File: config.mk
export PLATFORM = sky130hd
export DESIGN_NAME = scmp_regs_wb
export DESIGN_NICKNAME = d
export VERILOG_FILES = /design/src/rtl/scmp_regs_wb.sv
export SDC_FILE = /design/constraint.sdc
export NUM_CORES = 1
export LEC_CHECK = 0
export CAP_MARGIN = 15
export CORE_MARGIN = 1.5
export CORE_UTILIZATION = 30
export CTS_CLUSTER_DIAMETER = 80
export CTS_CLUSTER_SIZE = 20
export DETAILED_ROUTE_END_ITERATION = 10
export DONT_BUFFER_PORTS = 1
export SKIP_LAST_GASP = 1
export SLEW_MARGIN = 25
export SYNTH_ARGS = -nofsm -noshare
export SYNTH_HDL_FRONTEND = slang
export SYNTH_SLANG_ARGS = --single-unit
export TNS_END_PERCENT = 5
File: constraint.sdc
create_clock -name clk -period 2.4 [get_ports clk]
set_input_delay 0.24 -clock clk [delete_from_list [all_inputs] [get_ports clk]]
set_output_delay 0.24 -clock clk [all_outputs]
set_load 0.02 [all_outputs]
File: src/rtl/scmp_regs_wb.sv
// rtl/scmp_regs_wb.sv - SC/MP write-back stage: AC/E/SR registers, serial I/O shift and DLY timer
module scmp_regs_wb #(
  parameter int DLY_BASE = 13,
  parameter int DLY_CW   = 18
) (
  input  logic       clk,
  input  logic       rst,
  input  logic       wb_valid,
  output logic       wb_ready,
  input  logic [1:0] wb_sel,
  input  logic       wb_flags,
  input  logic [7:0] alu_res,
  input  logic       alu_cy,
  input  logic       alu_ov,
  input  logic       sio_stb,
  input  logic       sin,
  output logic       sout,
  input  logic       sa_i,
  input  logic       sb_i,
  input  logic       dly_start,
  input  logic [7:0] dly_disp,
  output logic       dly_busy,
  output logic       dly_done,
  output logic [7:0] ac_o,
  output logic [7:0] e_o,
  output logic [7:0] sr_o,
  output logic       cy_o,
  output logic       ov_o,
  output logic       ie_o,
  output logic [2:0] flag_o
);

  typedef enum logic {S_IDLE, S_RUN} dly_state_t;

  localparam logic [DLY_CW-1:0] C_DISP_MUL = DLY_CW'(514);
  localparam logic [DLY_CW-1:0] C_BASE     = DLY_CW'(DLY_BASE);

  dly_state_t        r_state;
  logic [DLY_CW-1:0] r_cnt;
  logic              r_done;
  logic [7:0]        r_ac;
  logic [7:0]        r_e;
  logic              r_sout;
  logic              r_cy;
  logic              r_ov;
  logic              r_ie;
  logic [2:0]        r_f;

  logic              w_busy;
  logic              w_wb_acc;
  logic [DLY_CW-1:0] w_dly_n;

  assign w_busy   = (r_state == S_RUN);
  assign w_wb_acc = wb_valid && !w_busy;

  // Total delay length; AC here is the value before any same-cycle write
  assign w_dly_n = C_BASE
                 + {{(DLY_CW-9){1'b0}}, r_ac, 1'b0}
                 + ({{(DLY_CW-8){1'b0}}, dly_disp} * C_DISP_MUL);

  // AC register and DLY sequencer; DLY completion is the only non-ALU AC source
  always_ff @(posedge clk) begin
    if (rst) begin
      r_state <= S_IDLE;
      r_cnt   <= '0;
      r_done  <= 1'b0;
      r_ac    <= 8'h00;
    end else begin
      r_done <= 1'b0;
      case (r_state)
        S_IDLE: begin
          if (w_wb_acc && wb_sel == 2'b00) r_ac <= alu_res;
          if (dly_start) begin
            r_cnt   <= w_dly_n - DLY_CW'(1);
            r_state <= S_RUN;
          end
        end
        S_RUN: begin
          if (r_cnt == '0) begin
            r_ac    <= 8'hFF;
            r_state <= S_IDLE;
            r_done  <= 1'b1;
          end else begin
            r_cnt <= r_cnt - DLY_CW'(1);
          end
        end
        default: r_state <= S_IDLE;
      endcase
    end
  end

  // E register and serial shifter; an accepted E write overrides the shifted value
  always_ff @(posedge clk) begin
    if (rst) begin
      r_e    <= 8'h00;
      r_sout <= 1'b0;
    end else begin
      if (sio_stb) begin
        r_e    <= {sin, r_e[7:1]};
        r_sout <= r_e[0];
      end
      if (w_wb_acc && wb_sel == 2'b01) r_e <= alu_res;
    end
  end

  // Stored status bits; a direct SR write takes priority over the flag update
  always_ff @(posedge clk) begin
    if (rst) begin
      r_cy <= 1'b0;
      r_ov <= 1'b0;
      r_ie <= 1'b0;
      r_f  <= 3'b000;
    end else if (w_wb_acc) begin
      if (wb_sel == 2'b10) begin
        r_cy <= alu_res[7];
        r_ov <= alu_res[6];
        r_ie <= alu_res[3];
        r_f  <= alu_res[2:0];
      end else if (wb_flags) begin
        r_cy <= alu_cy;
        r_ov <= alu_ov;
      end
    end
  end

  assign wb_ready = !w_busy;
  assign dly_busy = w_busy;
  assign dly_done = r_done;
  assign sout     = r_sout;
  assign ac_o     = r_ac;
  assign e_o      = r_e;
  assign sr_o     = {r_cy, r_ov, sb_i, sa_i, r_ie, r_f};
  assign cy_o     = r_cy;
  assign ov_o     = r_ov;
  assign ie_o     = r_ie;
  assign flag_o   = r_f;

endmodule

==> results of run 1 <==
==> flip-flops by register name, summed over array words and instances (netlist names), 3 cells and up <==
register	flops
ac_o	8
e_o	8
flag_o	3
r_cnt	18
==> what timing repair did <==
action,4_1_cts,5_1_grt
pin swaps,1,1
hold buffers,7,1
gates resized for setup,1,10
setup endpoints to repair,6,17
hold endpoints to repair,15,5
==> layout by cell type (no fill, tap or decap), types with 4 or more instances in the layout <==
master and n:
buf_4 34, o211ai_1 6, ha_1 17, nand2_1 19, nand2b_1 5, inv_1 15, o31ai_1 4, a311oi_1 5
dfxtp_1 41, a211oi_1 12, nor3_1 18, nor4_1 5, nor2_1 44, nand3_1 8, dlygate4sd3_1 8, o21ai_0 14
clkbuf_8 5, xnor2_1 4, a31oi_1 6, mux2i_1 15, or4_4 4, a21oi_1 22, and3_1 5
==> cells by family (layout without fill, tap and decap cells) <==
| logic type | after synthesis | after routing | synth area share |
|---|---|---|---|
| compound gates | 99 | 99 | 0.237 |
| xor+xnor | 7 | 7 | 0.0218 |
| fa+ha+maj | 18 | 18 | 0.0828 |
| buf+inv | 36 | 66 | 0.0587 |
| flops | 43 | 43 | 0.306 |
| mux | 16 | 16 | 0.0574 |
| simple gates | 128 | 128 | 0.236 |
==> area by class of cell <==
cell class | instances | share of cell area
Clock buffer | 5 | 0.0206
Clock inverter | 3 | 0.0143
Inverter | 16 | 0.0180
Multi-Input combinational cell | 268 | 0.546
Sequential cell | 43 | 0.259
Tap cell | 111 | 0.0417
Timing Repair Buffer | 42 | 0.101
==> routing by layer <==
metal | track usage | vias up
met4 | 0.0455 | 0
met2 | 0.297 | 106
met1 | 0.231 | 1308
met3 | 0.0508 | 10
met5 | 0 | -
li1 | - | 1350
==> path summary, 6_finish.rpt <==
path	end	depth (start not counted)	slack, ns	startpoint
setup / recovery	r_cnt[8]	7	0.04	r_cnt[0]
hold / removal	r_cnt[6]	1	0.05	rst
hold reg to reg	ac_o[2]	2	0.52	ac_o[2]
setup reg to reg	r_cnt[8]	7	0.04	r_cnt[0]
==> worst max-delay path: cells and delay by family, from the launching register on <==
family | cells | cell delay, ns
adders and majority gates | 1 | 0.23
buffers and inverters | 1 | 0.06
AOI/OAI and AO/OA | 3 | 1.25
DFF | 1 | 0.34
and+or+nand+nor | 2 | 0.40
==> power groups by stage <==
| stage | combinational [uW] | sequential (uW) | clock (uW) |
|---|---|---|---|
| after floorplan | 476 | 876 | 0 |
| after global placement | 672 | 880 | 0 |
| after detailed placement | 682 | 883 | 0 |
| after CTS | 708 | 866 | 615 |
| after global routing | 803 | 880 | 651 |
| final | 728 | 869 | 605 |
==> per-stage QoR <==
step	hold WS, ns	cell area [sq um]	std cells	util
4_1_cts	0.0000915	3290	487	0.360
3_5_place_dp	0.320	3100	472	0.339
5_1_grt	0.0493	3330	488	0.364
3_3_place_gp	0.319	3100	472	0.339
6_report	0.0537	3330	488	0.364
2_1_floorplan	0.387	2810	347	-
==> impl_metrics.env, run 1 <==
export IMPL_die_h_um=99.8
export IMPL_worstPathRequired_ns=2.61
export IMPL_die_width_um=99.8
export IMPL_synth_cells=347
export IMPL_synth_top_area_frac=0.306
export IMPL_wl_per_cell_um=17.9
export IMPL_synth_common_cells="nor2_1 (44), dfxtp_1 (43), a21oi_1 (23)"
export IMPL_end_kind="register"
export IMPL_hpwlAfterDp_um=6290
export IMPL_outcome="finished, final reports clean"
export IMPL_tns_ns=0
export IMPL_drc=0
export IMPL_drive_gt1_frac=0.167
export IMPL_core_sq_um=9150
export IMPL_p_seq_frac=0.395
export IMPL_period_needed_ns=2.36
export IMPL_p_sw_uw=785
export IMPL_peakVddDrop_mv=0.368
export IMPL_power_frac_clock=0.275
export IMPL_avgViaCountPerCell=5.68
export IMPL_cp_max_fo=11
export IMPL_clk_latency_ns=0.30
export IMPL_finalSetupViolations=0
export IMPL_nets=423
export IMPL_fillers=920
export IMPL_fin_ws_ns=0.0407
export IMPL_dr_max_layer_used="met4"
export IMPL_ys_types=57
export IMPL_cts_setup_buffers=0
export IMPL_antenna_found_initial=0
export IMPL_power_uw=2200
export IMPL_cts_buffer_depth=2
export IMPL_yosys_area_top_type="dfxtp_1"
export IMPL_antennaDiodeCount=0
export IMPL_synth_edf_count=0
export IMPL_powerDensity_nw_per_um2=660
export IMPL_ant_nets=0
export IMPL_ys_seq_area_frac=0.306
export IMPL_ys_flop_type="dfxtp_1"
export IMPL_route_met2_wl_um=4070
export IMPL_slowest_stage="a21oi_1"
export IMPL_drv_cap=0
export IMPL_hold_violations=0
export IMPL_gp_congestion=0.859
export IMPL_area_growth_pct=18.6
export IMPL_yosysMostFrequentCell="nor2_1"
export IMPL_pin_count=63
export IMPL_grt_overflow_total=0
export IMPL_wl_met1_um=3890
export IMPL_ff_latch_area_sq_um=863
export IMPL_die_area_sq_um=9960
export IMPL_ctsRootBufferMaster="clkbuf_8"
export IMPL_drv_slew=0
export IMPL_tightest_slew_ns=1.01
export IMPL_row_count=35
export IMPL_cp_common_cell="a21oi_1"
export IMPL_switching_share=0.356
export IMPL_start_util=0.307
export IMPL_yosysWarnings=0
export IMPL_fin_crit_sh=0.983
export IMPL_hold_class="input pin to register"
export IMPL_met3_length_um=662
export IMPL_dp_slack_ns=-0.0210
export IMPL_multi_input_area_sq_um=1820
export IMPL_syn_area_per_cell_sq_um=8.10
export IMPL_vias=2774
export IMPL_drt_first_iter_violations=124
export IMPL_rsz0062_at_grt="true"
export IMPL_grt_pass1_vias=2731
export IMPL_path_clk_slew_ns=0.09
export IMPL_path_cells="inv_1 > ha_1 > nor3b_2 > and4_1 > a21oi_1 > a21oi_1 > a211oi_1"
export IMPL_cts_sinks=43
export IMPL_cts_tree="yes"
export IMPL_p_int_uw=1420
export IMPL_numCtsBuffers=5
export IMPL_clock_skew_final_ns=0.0102
export IMPL_syn_area_sq_um=2810
export IMPL_grt_first_pass_wirelength_um=14100
export IMPL_path_class="register to register"
export IMPL_fmax_ghz=0.424
export IMPL_grt_max_degree=19
export IMPL_first_pass_iters=4
export IMPL_wl_um=8730
export IMPL_yosys_top_cells_area="dfxtp_1 (31%), ha_1 (7.6%), nor2_1 (5.9%), mux2i_1 (5.3%), a21oi_1 (4.1%)"
export IMPL_comb_power_share=0.331
export IMPL_slowest_delay_ns=0.80
export IMPL_p_leak_uw=0.00133
export IMPL_synth_seq_cells=43
export IMPL_async_reset_ff_frac=0
export IMPL_start_kind="register"
export IMPL_cts_htree_levels=2
export IMPL_syn_num_nets=394
export IMPL_grtUsageTotal=0.179
export IMPL_numPortBuffers=0
export IMPL_relSlewSlack=0.326
export IMPL_arrival_ns=2.57
No activity file was read; power rests on OpenSTA's default activity.
==> run 2, diff against run 1 <==
Settings changed: CELL_PAD_IN_SITES_DETAIL_PLACEMENT set to 1, CELL_PAD_IN_SITES_GLOBAL_PLACEMENT set to 2, PLACE_DENSITY_LB_ADDON set to 0.1.
==> run 2 against run 1 <==
Against the previous run:
- routed wire length up 2.9%
- sequential cell count unchanged
- critical endpoint is now r_cnt[10]
- count of clock-buffer cells in the layout up 2
- final cell count down 1.0%
- total power down 6.9%
- critical path depth up 3
- hold slack worse by 0.046 ns
- via count down 3.1%
- register-to-register slack better by 0.04 ns
- largest power group unchanged
==> impl_metrics.env, run 2 (synthesis gave the netlist of run 1 again) <==
export IMPL_rsz0062_at_grt="true"
export IMPL_pin_count=63
export IMPL_final_design_area_no_fill_sq_um=3260
export IMPL_peakVddDrop_mv=0.245
export IMPL_fmax_ghz=0.431
export IMPL_cts_setup_buffers=0
export IMPL_drv_cap=0
export IMPL_fin_crit_sh=0.967
export IMPL_wl_per_cell_um=18.6
export IMPL_grt_pass1_vias=2820
export IMPL_relSlewSlack=0.468
export IMPL_slowest_delay_ns=0.36
export IMPL_final_common_cell="nor2_1"
export IMPL_ant_nets=0
export IMPL_wl_um=8990
export IMPL_ctsRootBufferMaster="clkbuf_8"
export IMPL_worstPathRequired_ns=2.63
export IMPL_vias=2687
export IMPL_row_count=35
export IMPL_comb_power_share=0.349
export IMPL_grt_first_pass_wirelength_um=14500
export IMPL_first_pass_iters=4
export IMPL_cts_htree_levels=2
export IMPL_clock_skew_final_ns=0.00338
export IMPL_antenna_found_initial=0
export IMPL_start_util=0.307
export IMPL_grt_max_degree=41
export IMPL_hpwlAfterDp_um=6960
export IMPL_cts_tree="yes"
export IMPL_numCtsBuffers=5
export IMPL_die_width_um=99.8
export IMPL_powerDensity_nw_per_um2=629
export IMPL_core_sq_um=9150
export IMPL_gp_congestion=0.725
export IMPL_cp_max_fo=6
export IMPL_power_frac_clock=0.229
export IMPL_finalSetupViolations=0
export IMPL_drive_gt1_frac=0.153
export IMPL_grt_overflow_total=0
export IMPL_switching_share=0.367
export IMPL_hold_class="input pin to register"
export IMPL_nets=418
export IMPL_hold_violations=0
export IMPL_dp_cells=471
export IMPL_drc=0
export IMPL_grtUsageTotal=0.186
export IMPL_period_needed_ns=2.32
export IMPL_largest_register="r_cnt"
export IMPL_post_route_util=0.356
export IMPL_drt_first_iter_violations=66
export IMPL_ff_latch_area_sq_um=862
export IMPL_cts_sinks=43
export IMPL_area_growth_pct=15.9
export IMPL_p_leak_uw=0.00130
export IMPL_final_cell_mix="nor2_1 (44), dfxtp_1 (42), buf_4 (32)"
export IMPL_p_sw_uw=752
export IMPL_dp_slack_ns=-0.112
export IMPL_drv_slew=0
export IMPL_final_cells=483
export IMPL_fillers=1105
export IMPL_outcome="finished, final reports clean"
export IMPL_die_h_um=99.8
export IMPL_place_area_sq_um=3110
export IMPL_p_seq_frac=0.422
export IMPL_slowest_stage="fa_2"
export IMPL_largest_reg_flops=18
export IMPL_cts_buffer_depth=2
export IMPL_start_kind="register"
export IMPL_multi_input_area_sq_um=1820
export IMPL_end_kind="register"
export IMPL_path_clk_slew_ns=0.09
export IMPL_numPortBuffers=0
export IMPL_path_class="register to register"
export IMPL_die_area_sq_um=9960
export IMPL_antennaDiodeCount=0
export IMPL_clk_latency_ns=0.30
export IMPL_avgViaCountPerCell=5.56
export IMPL_fin_ws_ns=0.0784
export IMPL_p_int_uw=1300
export IMPL_whs_ns=0.00739
export IMPL_tightest_slew_ns=0.793
export IMPL_path_cells="inv_1 > ha_1 > inv_1 > ha_1 > fa_2 > a211oi_2 > o211a_1 > o31ai_1 > a31o_2 > a31oi_1"
export IMPL_arrival_ns=2.55
[run 2: final cells by class]
cell class / instances / area share
multi-input combinational: 268 / 0.557
sequential: 43 / 0.265
timing repair buffer: 37 / 0.0922
tap: 111 / 0.0426
clock buffer: 7 / 0.0234
inverter: 16 / 0.0184
clock inverter: 1 / 0.00154
[run 2: what timing repair did]
item / in CTS / in global routing
setup endpoints to repair: 5 / 9
resized for setup: 1 / 7
pin swaps: 2 / 2
hold buffers: 3 / 1
endpoints found under the hold margin: 11 / 10
[run 2: routing by layer]
metal,share of wire,GRT usage
met3,0.043,0.0411
met4,0.011,0.0423
met1,0.44,0.224
met5,0,0
met2,0.51,0.336
[run 2: path summary, 6_finish.rpt]
kind                 from        end  slack, ns  cells past startpoint
setup / recovery  ac_o[1]  r_cnt[10]       0.08                     10
hold / removal        rst   r_cnt[5]      0.007                      1
setup reg to reg  ac_o[1]  r_cnt[10]       0.08                     10
hold reg to reg   ac_o[2]    ac_o[2]       0.50                      2
[run 2: critical path, delay by kind of cell (launching register included)]
kind | cells | cell delay (ns)
fa+ha+maj | 3 | 0.85
flops | 1 | 0.33
compound gates | 5 | 0.99
buf+inv | 2 | 0.09
[run 2: power by group through the flow]
stage	clock network, uW	logic, uW	registers, uW
detailed placement	0	705	881
CTS	485	714	865
floorplan	0	476	876
finish	470	716	865
global route	517	800	874
global placement	0	700	879
[run 2: through the flow]
step	setup TNS, ns	total power (uW)
after global routing	-0.101	2190
after detailed placement	-0.316	1590
after floorplan	0	1350
after CTS	0	2060
after global placement	0	1580
final	0	2050
